--- src/rtl/probe_trace_buffer.sv ---
// probe_trace_buffer
//   Captures tagged probe words from CHANNELS sources into a shared DEPTH-entry
//   buffer. The buffer either stops accepting words when full (FIFO) or replaces
//   the oldest entry (RING). Entries leave through a valid/ready drain port.
//
// Ports
//   clock       rising-edge clock
//   reset_n     asynchronous active-low reset
//   wen         per-channel write strobe
//   write       channel c data at [c*WIDTH +: WIDTH]
//   mode        0 = FIFO (stop when full), 1 = RING (overwrite oldest)
//   freeze      ignore all wen (no capture, no drop counting); pops still allowed
//   clear       synchronous flush of buffer and status, highest priority
//   rd_ready    consumer accepts the head entry
//   rd_valid    head entry present
//   rd_data     head entry data (zero when empty)
//   rd_chan     head entry source channel (zero when empty)
//   count       occupied entries, 0..DEPTH
//   drop_count  saturating count of words lost to arbitration or FIFO-full
//   overflow    sticky flag, set by any RING overwrite
module probe_trace_buffer #(
  parameter int WIDTH    = 64,
  parameter int DEPTH    = 16,
  parameter int CHANNELS = 4,
  parameter int DROP_W   = 16,
  localparam int CW = (CHANNELS > 1) ? $clog2(CHANNELS) : 1,
  localparam int PW = $clog2(DEPTH),
  localparam int NW = $clog2(DEPTH + 1)
) (
  input  logic                      clock,
  input  logic                      reset_n,
  input  logic [CHANNELS-1:0]       wen,
  input  logic [CHANNELS*WIDTH-1:0] write,
  input  logic                      mode,
  input  logic                      freeze,
  input  logic                      clear,
  input  logic                      rd_ready,
  output logic                      rd_valid,
  output logic [WIDTH-1:0]          rd_data,
  output logic [CW-1:0]             rd_chan,
  output logic [NW-1:0]             count,
  output logic [DROP_W-1:0]         drop_count,
  output logic                      overflow
);

  localparam int EW = CW + WIDTH;
  localparam int RW = $clog2(CHANNELS + 1);

  // Storage is deliberately left out of reset so it maps onto RAM.
  logic [EW-1:0]     mem [DEPTH];
  logic [PW-1:0]     head_reg, head_next;
  logic [PW-1:0]     tail_reg, tail_next;
  logic [NW-1:0]     count_reg, count_next;
  logic [DROP_W-1:0] drop_reg, drop_next;
  logic              overflow_reg, overflow_next;

  logic [WIDTH-1:0]  lane_data [CHANNELS];
  logic              cand_found;
  logic [CW-1:0]     cand_chan;
  logic [WIDTH-1:0]  cand_data;
  logic [RW-1:0]     req_cnt;

  logic              capture, full, pop, fifo_reject, overwrite, push;
  logic [RW:0]       drop_inc;
  logic [DROP_W:0]   drop_sum;
  logic [EW-1:0]     head_entry;

  for (genvar gi = 0; gi < CHANNELS; gi++) begin : g_lane
    assign lane_data[gi] = write[gi*WIDTH +: WIDTH];
  end

  // Lowest asserted channel wins; every other asserted channel is a drop.
  always_comb begin
    cand_found = 1'b0;
    cand_chan  = '0;
    cand_data  = '0;
    req_cnt    = '0;
    for (int i = 0; i < CHANNELS; i++) begin
      if (wen[i]) begin
        if (!cand_found) begin
          cand_found = 1'b1;
          cand_chan  = CW'(i);
          cand_data  = lane_data[i];
        end
        req_cnt = req_cnt + RW'(1);
      end
    end
  end

  // All decisions use the occupancy at the start of the cycle.
  always_comb begin
    capture     = !freeze && cand_found;
    full        = (count_reg == NW'(DEPTH));
    pop         = rd_valid && rd_ready;
    fifo_reject = capture && full && !pop && !mode;
    overwrite   = capture && full && !pop && mode;
    push        = capture && !fifo_reject;

    drop_inc = '0;
    if (capture) begin
      drop_inc = {1'b0, req_cnt - RW'(1)} + (RW+1)'(fifo_reject);
    end
    drop_sum  = {1'b0, drop_reg} + (DROP_W+1)'(drop_inc);
    drop_next = drop_sum[DROP_W] ? {DROP_W{1'b1}} : drop_sum[DROP_W-1:0];

    // An overwrite retires the oldest entry exactly like a pop would.
    head_next = head_reg + PW'(pop || overwrite);
    tail_next = tail_reg + PW'(push);

    count_next = count_reg;
    if (push && !pop && !overwrite) begin
      count_next = count_reg + NW'(1);
    end else if (pop && !push) begin
      count_next = count_reg - NW'(1);
    end

    overflow_next = overflow_reg || overwrite;
  end

  always_ff @(posedge clock or negedge reset_n) begin
    if (!reset_n) begin
      head_reg     <= '0;
      tail_reg     <= '0;
      count_reg    <= '0;
      drop_reg     <= '0;
      overflow_reg <= 1'b0;
    end else if (clear) begin
      head_reg     <= '0;
      tail_reg     <= '0;
      count_reg    <= '0;
      drop_reg     <= '0;
      overflow_reg <= 1'b0;
    end else begin
      head_reg     <= head_next;
      tail_reg     <= tail_next;
      count_reg    <= count_next;
      drop_reg     <= drop_next;
      overflow_reg <= overflow_next;
    end
  end

  always_ff @(posedge clock) begin
    if (push && !clear) begin
      mem[tail_reg] <= {cand_chan, cand_data};
    end
  end

  // Head is read straight from storage; outputs are forced to zero when empty
  // so that nothing stale is visible out of reset.
  assign head_entry = mem[head_reg];
  assign rd_valid   = (count_reg != '0);
  assign rd_data    = rd_valid ? head_entry[WIDTH-1:0] : '0;
  assign rd_chan    = rd_valid ? head_entry[EW-1:WIDTH] : '0;
  assign count      = count_reg;
  assign drop_count = drop_reg;
  assign overflow   = overflow_reg;

endmodule

--- config.mk ---
export PLATFORM = sky130hd
export DESIGN_NAME = probe_trace_buffer
export DESIGN_NICKNAME = d
export VERILOG_FILES = /design/src/rtl/probe_trace_buffer.sv
export SDC_FILE = /design/constraint.sdc
export NUM_CORES = 1
export LEC_CHECK = 0
export BUFFER_PORTS_ARGS = -buffer_cell sky130_fd_sc_hd__buf_2
export CAP_MARGIN = 10
export CORE_MARGIN = 2
export CORE_UTILIZATION = 40
export DETAILED_ROUTE_END_ITERATION = 10
export HOLD_SLACK_MARGIN = 0.03
export PLACE_DENSITY = 0.67
export SETUP_SLACK_MARGIN = 0.2
export SLEW_MARGIN = 20
export SYNTH_ARGS = -nofsm -noshare
export SYNTH_HDL_FRONTEND = slang
export SYNTH_SLANG_ARGS = --single-unit
--- constraint.sdc ---
create_clock -name clock -period 6.4 [get_ports clock]
set_input_delay 0.32 -clock clock [delete_from_list [all_inputs] [get_ports clock]]
set_output_delay 0.32 -clock clock [all_outputs]
set_load 0.02 [all_outputs]
# Word level (Yosys, flattened, before mapping)
# Memories as Yosys holds them, arrays and structs flattened.
# Index checks and enable logic that the tools add are counted.
# op_classes
n_addsub,10
n_eq_ne,1
n_mux,34
n_reduce_logical,22
# op_table
cell,count
2-to-1 mux 64 bit,8
2-to-1 mux 16 bit,2
adder 16 x 4 -> 17 bit,1
2-to-1 mux 5 bit,3
2-to-1 mux 4 bit,3
logical AND 1 bit,11
2-to-1 mux 1 bit,10
2-to-1 mux 2 bit,5
"adder 3 x 1 -> 3 bit, second input constant",3
2-to-1 mux 3 bit,3
adder 4 x 1 -> 4 bit,2
zero test 1 bit,7
"adder 5 x 1 -> 5 bit, second input constant",1
"== test 5 bit, second input constant",1
nonzero test 5 bit,1
"subtractor 5 x 1 -> 5 bit, second input constant",1
adder 3 x 1 -> 4 bit,1
nonzero test 3 bit,1
"subtractor 3 x 1 -> 3 bit, second input constant",1
logical OR 1 bit,2
# totals
reg_bits,30
mem_bits_rw,1056
in_bits,266
output_inout_bits,89
wordCells,73
mem_count,1
# memory_table
name,depth,width,rd,rd_clocked_by_memory_dff,write_ports,line_no,rtl
mem,16,66,1,0,1,50,logic [EW-1:0] mem [DEPTH];

# Depth between registers and ports, before layout
# Gate-level depths: netlist of the first run.
# logic_depth
ltp_word,15
depth_mapped,18
depth_no_buf,16

# Worst setup path before layout of the first run
# No wires, ideal clock.
# synth_timing
path_kind,input-to-reg
startpoint,in wen[0]
endpoint,"mem mem[0][0] (netlist bit), enable pin"
setup_time_ps,571
t_arrival_ps,6642
setup_slack_ps,-813
cell_stages,10
path_cell_list,clkbuf_1 -> clkbuf_1 -> inv_1 -> ha_1 -> nor3b_1 -> or2_1 -> clkbuf_1 -> nor4_1 -> nand2b_1 -> nor3_1
# synth_via
elab_chain_len,13
# synth_rtl
element,line_no,rtl
"start, declared",32,"input logic [CHANNELS-1:0] wen,"
2-to-1 mux 1 bit * (4 in a row),79,if (wen[i]) begin
logical AND 1 bit *,92,capture = !freeze && cand_found;
logical AND 1 bit (3 in a row),95,fifo_reject = capture && full && !pop && !mode;
zero test 1 bit,97,push = capture && !fifo_reject;
logical AND 1 bit *,97,
logical AND 1 bit *,143,if (push && !clear) begin
2-to-1 mux 1 bit *,143,
2-to-1 mux 1 bit (not written as such) *,144,"mem[tail_reg] <= {cand_chan, cand_data};"
"end, declared",50,
# Mark *: on every way between the ends. The rest lies on a longest branch, timed or not.

# Worst setup path after layout of the first run
# layout_timing
startpoint,reg count_reg[0] (netlist: count[0])
endpoint,reg drop_reg[11] (netlist: drop_count[11])
# layout_via
elab_chain_len,10
# layout_rtl
element,line_no,rtl
"start, declared",53,"logic [NW-1:0] count_reg, count_next;"
"start signal, assigned",136,count_reg <= count_next;
nonzero test 5 bit,151,assign rd_valid = (count_reg != '0);
logical AND 1 bit,94,pop = rd_valid && rd_ready;
zero test 1 bit,95,
logical AND 1 bit * (2 in a row),95,
adder 3 x 1 -> 4 bit *,101,"drop_inc = {1'b0, req_cnt - RW'(1)} + (RW+1)'(fifo_reject);"
2-to-1 mux 4 bit *,100,if (capture) begin
adder 16 x 4 -> 17 bit *,103,"drop_sum = {1'b0, drop_reg} + (DROP_W+1)'(drop_inc);"
2-to-1 mux 16 bit *,104,drop_next = drop_sum[DROP_W] ? {DROP_W{1'b1}} : drop_sum[DROP_W-1:0];
2-to-1 mux 16 bit *,127,end else if (clear) begin
"end signal, assigned",137,drop_reg <= drop_next;
"end, declared",54,"logic [DROP_W-1:0] drop_reg, drop_next;"
# Marked as above.
# A chain may end at the register's enable or synchronous reset.

==> flow_summary.ini, run 1 <==
[place]
dpl.cell_count = 3869
port_buffers = 354
postPlaceCellArea_um2 = 47600
dpl.hpwl_mm = 57.7
pre_cts_slack_ns = 1.99
place_congestion = 0.825

[drt]
wl_mm = 101
drt_iter0_markers = 2000
drcViolationCount = 0
vias_per_cell = 5.57
wl_per_cell_um = 24.7
postRouteAntennaNets = 0
firstDrtPassIters = 7
route.vias.total = 22700

[yosys]
synth.distinct_cells = 51
synthArstFlopShare_pct = 2.76
yosysSeqAreaShare_pct = 74.4
syn_nets = 2424
synth_edf_count = 1056
synth-seq-cells = 1086
synth_cells = 2137
syn_avg_cell_area_um2 = 20.4
yosysWarnings = 0
synth_ff_type = edfxtp_1
netlist_area_um2 = 43600

[cts]
cts_resized = 0
cts_setup_buffers = 0
cts_buffers = 106
htreeDepth = 3
clock_latency_ns = 0.66
clk_path_buf_depth = 3
clk_transition_reported_paths_ns = 0.06
root_buffer = clkbuf_16
cts.sinks = 1086
cts_tree = built

[power_and_ir_drop]
p_switching_mw = 5.10
sw_frac_of_total_pct = 27.7
power_frac_comb_pct = 23.6
power_density_nw_per_um2 = 361
total_power_mw = 18.4
power.static_leakage_nw = 16.3
ir_drop_mv = 0.277
p_seq_share_pct = 44.2
clkPwrFrac_pct = 32.2
power.internal_mw = 13.3

[cells_and_area]
fin_util_pct = 47.0
seq_area_um2 = 32500
drive_gt1_share_pct = 34.0
num-fill-cells = 8749
final_cell_mix = edfxtp_1, buf_2, mux4_2, mux2i_1, o21ai_0
multi_input_area_um2 = 10700
layout.nets = 2854
stdcell_count = 4072
area_growth_pct = 16.9
largest_register_ffs = 1056
final_common_cell = edfxtp_1
finalInstanceArea_um2 = 51000

[critical_path]
r2r_slack_ns = 2.17
arrival_ns = 4.75
start_kind = flop
crit_path_max_fanout = 13
cp.required_ns = 6.91
crit_path_end_kind = flop
crit_type = reg -> reg

[sta]
relSlewSlack_pct = 30.1
slew_violations = 0
period_share_pct = 66.2
finalSetupTns_ns = 0
timing.hold.ws_ns = 0.158
setup_viol = 0
setup_slack_ns = 2.17
finalHoldViolations = 0
timing.fmax_ghz = 0.236
rsz0062_at_grt = no
fin_crit_ns = 4.23
final.setup_skew_ns = 0.0177
worst_slew_pin_slew_ns = 1.04

[global_routing]
grt_pass1_wl_mm = 150
antenna_found_initial = 4
grt_overflow = 0
grt_max_degree = 151
grt_pass1_vias = 23700
track_usage_pct = 18.0

[job]
maxCapViolCount = 0

[die]
core_area_um2 = 109000
die_x_um = 334
start_util_pct = 40.2
die_y_um = 334
fp-row-count = 121
ios = 355
die_area_um2 = 112000

[outcome]
run_status = completed

[hold_path]
min_path_type = in -> reg
## repair_timing
| item | 4_1_cts | 5_1_grt |
|---|---|---|
| hold buffers | 2 | 0 |
| setup endpoints to repair | 0 | 0 |
| hold endpoints to repair | 31 | 0 |
## final cells by class
class	instances	area share, %
Timing Repair Buffer	462	5.36
Clock inverter	64	1.07
Tap cell	1414	3.47
Sequential cell	1086	63.7
Antenna cell	1	0.00491
Clock buffer	134	5.45
Inverter	8	0.0589
Multi-Input combinational cell	903	20.9
## cell usage after synthesis, types with 2 or more instances
cell | n | share of area (%)
and3_1 | 2 | 0.029
xor2_1 | 12 | 0.24
nor2_1 | 33 | 0.28
o21a_1 | 2 | 0.034
inv_1 | 7 | 0.060
a31oi_1 | 3 | 0.043
mux2i_1 | 137 | 3.1
mux4_2 | 264 | 14
nand4_1 | 2 | 0.029
a21oi_1 | 18 | 0.21
nand2_1 | 78 | 0.67
fa_1 | 2 | 0.092
nor3_1 | 6 | 0.069
dfrtp_1 | 30 | 1.7
buf_6 | 5 | 0.13
buf_1 | 10 | 0.086
xnor2_1 | 11 | 0.22
o22ai_1 | 66 | 0.95
o211ai_1 | 2 | 0.034
o21ai_0 | 132 | 1.5
buf_4 | 7 | 0.12
clkbuf_1 | 80 | 0.69
a221o_1 | 63 | 1.4
nor4_1 | 3 | 0.043
nor3b_1 | 2 | 0.034
edfxtp_1 | 1056 | 73
buf_2 | 38 | 0.44
nor2b_1 | 4 | 0.057
nand2b_1 | 4 | 0.057
a21o_1 | 2 | 0.034
and2_1 | 4 | 0.057
ha_1 | 19 | 0.55
nand3_1 | 15 | 0.17
## metal layers
layer / part of all wire, % / GRT usage [%] / vias up
met5: 0.021 / 0 / -
met4: 2.1 / 5.17 / 4
met3: 6.4 / 2.70 / 124
met2: 51 / 30.6 / 801
met1: 41 / 24.1 / 11900
li1: - / - / 9821
## cell families (layout without fill, tap and decap cells)
| logic type | Yosys count | after routing | synth area share, % |
|---|---|---|---|
| muxes | 402 | 402 | 16.8 |
| other | 0 | 1 | 0 |
| xor gates and xnor gates | 23 | 23 | 0.462 |
| and+or+nand+nor | 162 | 162 | 1.68 |
| buffers and inverters | 148 | 668 | 1.53 |
| AOI/OAI and AO/OA | 295 | 295 | 4.44 |
| DFF | 1086 | 1086 | 74.4 |
| adders and majority gates | 21 | 21 | 0.637 |
## worst paths after layout
check                         start        endpoint  cells after the start
max                        count[0]  drop_count[11]                     11
min                        rd_ready        count[4]                      4
max reg2reg                count[0]  drop_count[11]                     11
min reg2reg                overflow        overflow                      2
max in group asynchronous   reset_n     head_reg[3]                      2
min in group asynchronous   reset_n        count[1]                      2
## critical path, cell delays in order (launching register included)
cell and delay, ns:
dfrtp_1 0.47, or4_1 0.71, nor4b_2 0.52, and2_1 0.21
ha_1 0.22, and2_1 0.14, ha_1 0.21, fa_1 0.46
a211oi_1 0.39, nor2_1 0.17, nand3_1 0.42, a21oi_1 0.14
## power by group through the flow
| stage | logic (mW) | registers [mW] | clock network, mW |
|---|---|---|---|
| 6_report | 4.34 | 8.13 | 5.93 |
| 4_1_cts | 4.43 | 8.14 | 6.04 |
| 2_1_floorplan | 3.12 | 8.23 | 0 |
| 3_5_place_dp | 4.41 | 8.29 | 0 |
| 5_1_grt | 4.65 | 8.15 | 6.32 |
| 3_3_place_gp | 4.34 | 8.28 | 0 |
(Power assumes the default switching activity.)
==> run 2: changes to the inputs <==
Settings changed: ABC_AREA set to 1, PLACE_DENSITY 0.67 to 0.65.
Clock period 6.4 ns to 4.17 ns, I/O delays scaled along.
==> flow_summary.ini, run 2 <==
[cells_and_area]
area_growth_pct = 16.3
stdcell_count = 5728
final_common_cell = edfxtp_1
layout.nets = 4430
finalInstanceArea_um2 = 52900
seq_area_um2 = 32500
multi_input_area_um2 = 11600
final_cell_mix = edfxtp_1, nor2_1, o21ai_0, buf_2, o211ai_1
num-fill-cells = 9957
drive_gt1_share_pct = 15.6
largest_register_ffs = 1056

[die]
ios = 355
die_area_um2 = 117000
fp-row-count = 123
die_y_um = 341
die_x_um = 341
core_area_um2 = 113000
start_util_pct = 40.4

[cts]
cts_resized = 0
clock_latency_ns = 0.68
cts_buffers = 108
cts_tree = built
root_buffer = clkbuf_16
cts_setup_buffers = 0
cts.sinks = 1086
htreeDepth = 3
clk_transition_reported_paths_ns = 0.06
clk_path_buf_depth = 3

[sta]
finalHoldViolations = 0
final.setup_skew_ns = 0.0218
worst_slew_pin_slew_ns = 1.11
rsz0062_at_grt = no
timing.fmax_ghz = 0.264
period_share_pct = 90.7
setup_viol = 0
slew_violations = 0
relSlewSlack_pct = 26.1
fin_crit_ns = 3.78

[critical_path]
slowest_delay_ns = 0.75
worstPathCellList = inv_16, buf_12, nor2_1, o21ai_0, o211ai_1, a21oi_1, buf_2
crit_path_end_kind = output pin
start_kind = flop
crit_path_max_fanout = 126
slowest_stage = dfrtp_4
crit_start = head_reg[0]
arrival_ns = 3.58
r2r-start = count[1]
cp.required_ns = 3.96
crit_type = reg -> out

[yosys]
synthTopCellsByCount = edfxtp_1, nor2_1, o21ai_0
synthTopCellsByArea = edfxtp_1, o21ai_0, nor2_1
synth_cells = 3793
netlist_area_um2 = 45500
yosysWarnings = 0
synth.distinct_cells = 34
synth_ff_type = edfxtp_1
syn_avg_cell_area_um2 = 12.0
synth_edf_count = 1056
synth_top_area_share_pct = 69.6
yosysSeqAreaShare_pct = 71.3
synth.most_common_cell = edfxtp_1
synthArstFlopShare_pct = 2.76
synth-seq-cells = 1086
syn_nets = 4080
synth_top_area_cell = edfxtp_1

[power_and_ir_drop]
sw_frac_of_total_pct = 33.8
power.internal_mw = 20.0
ir_drop_mv = 0.439
clkPwrFrac_pct = 30.7
power_frac_comb_pct = 27.9
power.static_leakage_nw = 18.1
p_seq_share_pct = 41.3
power_density_nw_per_um2 = 570
p_switching_mw = 10.2

[global_routing]
grt_max_degree = 200
grt_pass1_vias = 29600
grt_overflow = 0
antenna_found_initial = 4
grt_pass1_wl_mm = 182
track_usage_pct = 20.7

[drt]
firstDrtPassIters = 5
met2WireLength_mm = 58.1
wl_met1_mm = 51.1
wl_mm = 123
route.vias.total = 31200
drcViolationCount = 0
highest_layer = met4
vias_per_cell = 5.45
wl_met3_mm = 10.0
postRouteAntennaNets = 0
wl_per_cell_um = 21.5
drt_iter0_markers = 3040

[place]
port_buffers = 354
dpl.hpwl_mm = 66.1
dpl.cell_count = 5511
place_congestion = 0.862
postPlaceCellArea_um2 = 49400

[outcome]
run_status = completed

[hold_path]
min_path_type = in -> reg
hp-start = write[209]

[job]
maxCapViolCount = 0
run 2: changes by cell type after synthesis, moves of 157 or more:
cell	delta
nor2_1	+790
nand3_1	+157
nand2_1	+183
o211ai_1	+259
mux4_2	-264
o21ai_0	+554
run 2: worst max-delay path: cells and delay by family, from the launching register on:
| family | cells | cell delay, ns |
|---|---|---|
| AO/OA/AOI/OAI | 3 | 0.89 |
| buffers and inverters | 3 | 1.07 |
| flip-flops | 1 | 0.75 |
| AND/OR/NAND/NOR | 1 | 0.07 |
run 2: cell type report:
class,count,share of cell area [%]
multi-input cells,2384,22.0
clock buffers,148,5.57
flip-flops and latches,1086,61.3
well taps,1500,3.54
inverters,53,0.432
repair buffers,510,6.40
clock inverters,46,0.740
diodes,1,0.00473
run 2: kinds of logic (layout without fill, tap and decap cells):
family | Yosys count | in the layout | synth area share, %
AOI/OAI and AO/OA | 1077 | 1077 | 13.3
xor gates and xnor gates | 12 | 12 | 0.231
adders and majority gates | 21 | 21 | 0.610
buffers and inverters | 323 | 757 | 3.45
DFF | 1086 | 1086 | 71.3
muxes | 1 | 1 | 0.0220
other | 0 | 1 | 0
and+or+nand+nor | 1273 | 1273 | 11.1
run 2: power groups by stage:
| stage | clock network, mW | registers (mW) | logic, mW |
|---|---|---|---|
| after floorplan | 0 | 12.6 | 5.75 |
| after global placement | 0 | 12.7 | 8.38 |
| after detailed placement | 0 | 12.7 | 8.48 |
| after CTS | 9.40 | 12.5 | 8.53 |
| after global routing | 9.84 | 12.5 | 9.31 |
| final | 9.27 | 12.5 | 8.43 |
run 2: path summary, 6_finish.rpt:
check | to | depth (start not counted) | slack (ns)
setup / recovery | rd_data[7] | 7 | 0.39
hold / removal | mem[14][17] | 4 | 0.06
setup reg to reg | drop_count[13] | 14 | 1.09
hold reg to reg | overflow | 2 | 0.51
max in group asynchronous | head_reg[3] | 2 | 3.54
min in group asynchronous | drop_count[12] | 2 | 0.10
run 2: through the flow:
step / hold slack, ns / TNS [ns] / power (mW) / utilization (%) / setup WS [ns]
after floorplan: -0.0871 / -928.34 / 18.4 / - / -0.879
after global placement: 0.304 / 0 / 21.1 / 43.8 / 0.587
after detailed placement: 0.300 / 0 / 21.2 / 43.8 / 0.484
after CTS: 0.0341 / 0 / 30.4 / 47.0 / 0.372
after global routing: 0.0787 / 0 / 31.6 / 47.0 / 0.205
final: 0.0620 / 0 / 30.2 / 47.0 / 0.386
run 2: repair_timing:
action                                 in CTS  in global routing
endpoints found under the hold margin     298                  0
setup endpoints to repair                   0                  0
hold buffers                               22                  0
run 2: per-layer routing:
layer,global-route usage [%],vias to the layer above
met3,3.41,200
met5,0,-
met1,28.1,15100
met2,33.6,1347
li1,-,14500
met4,7.23,0
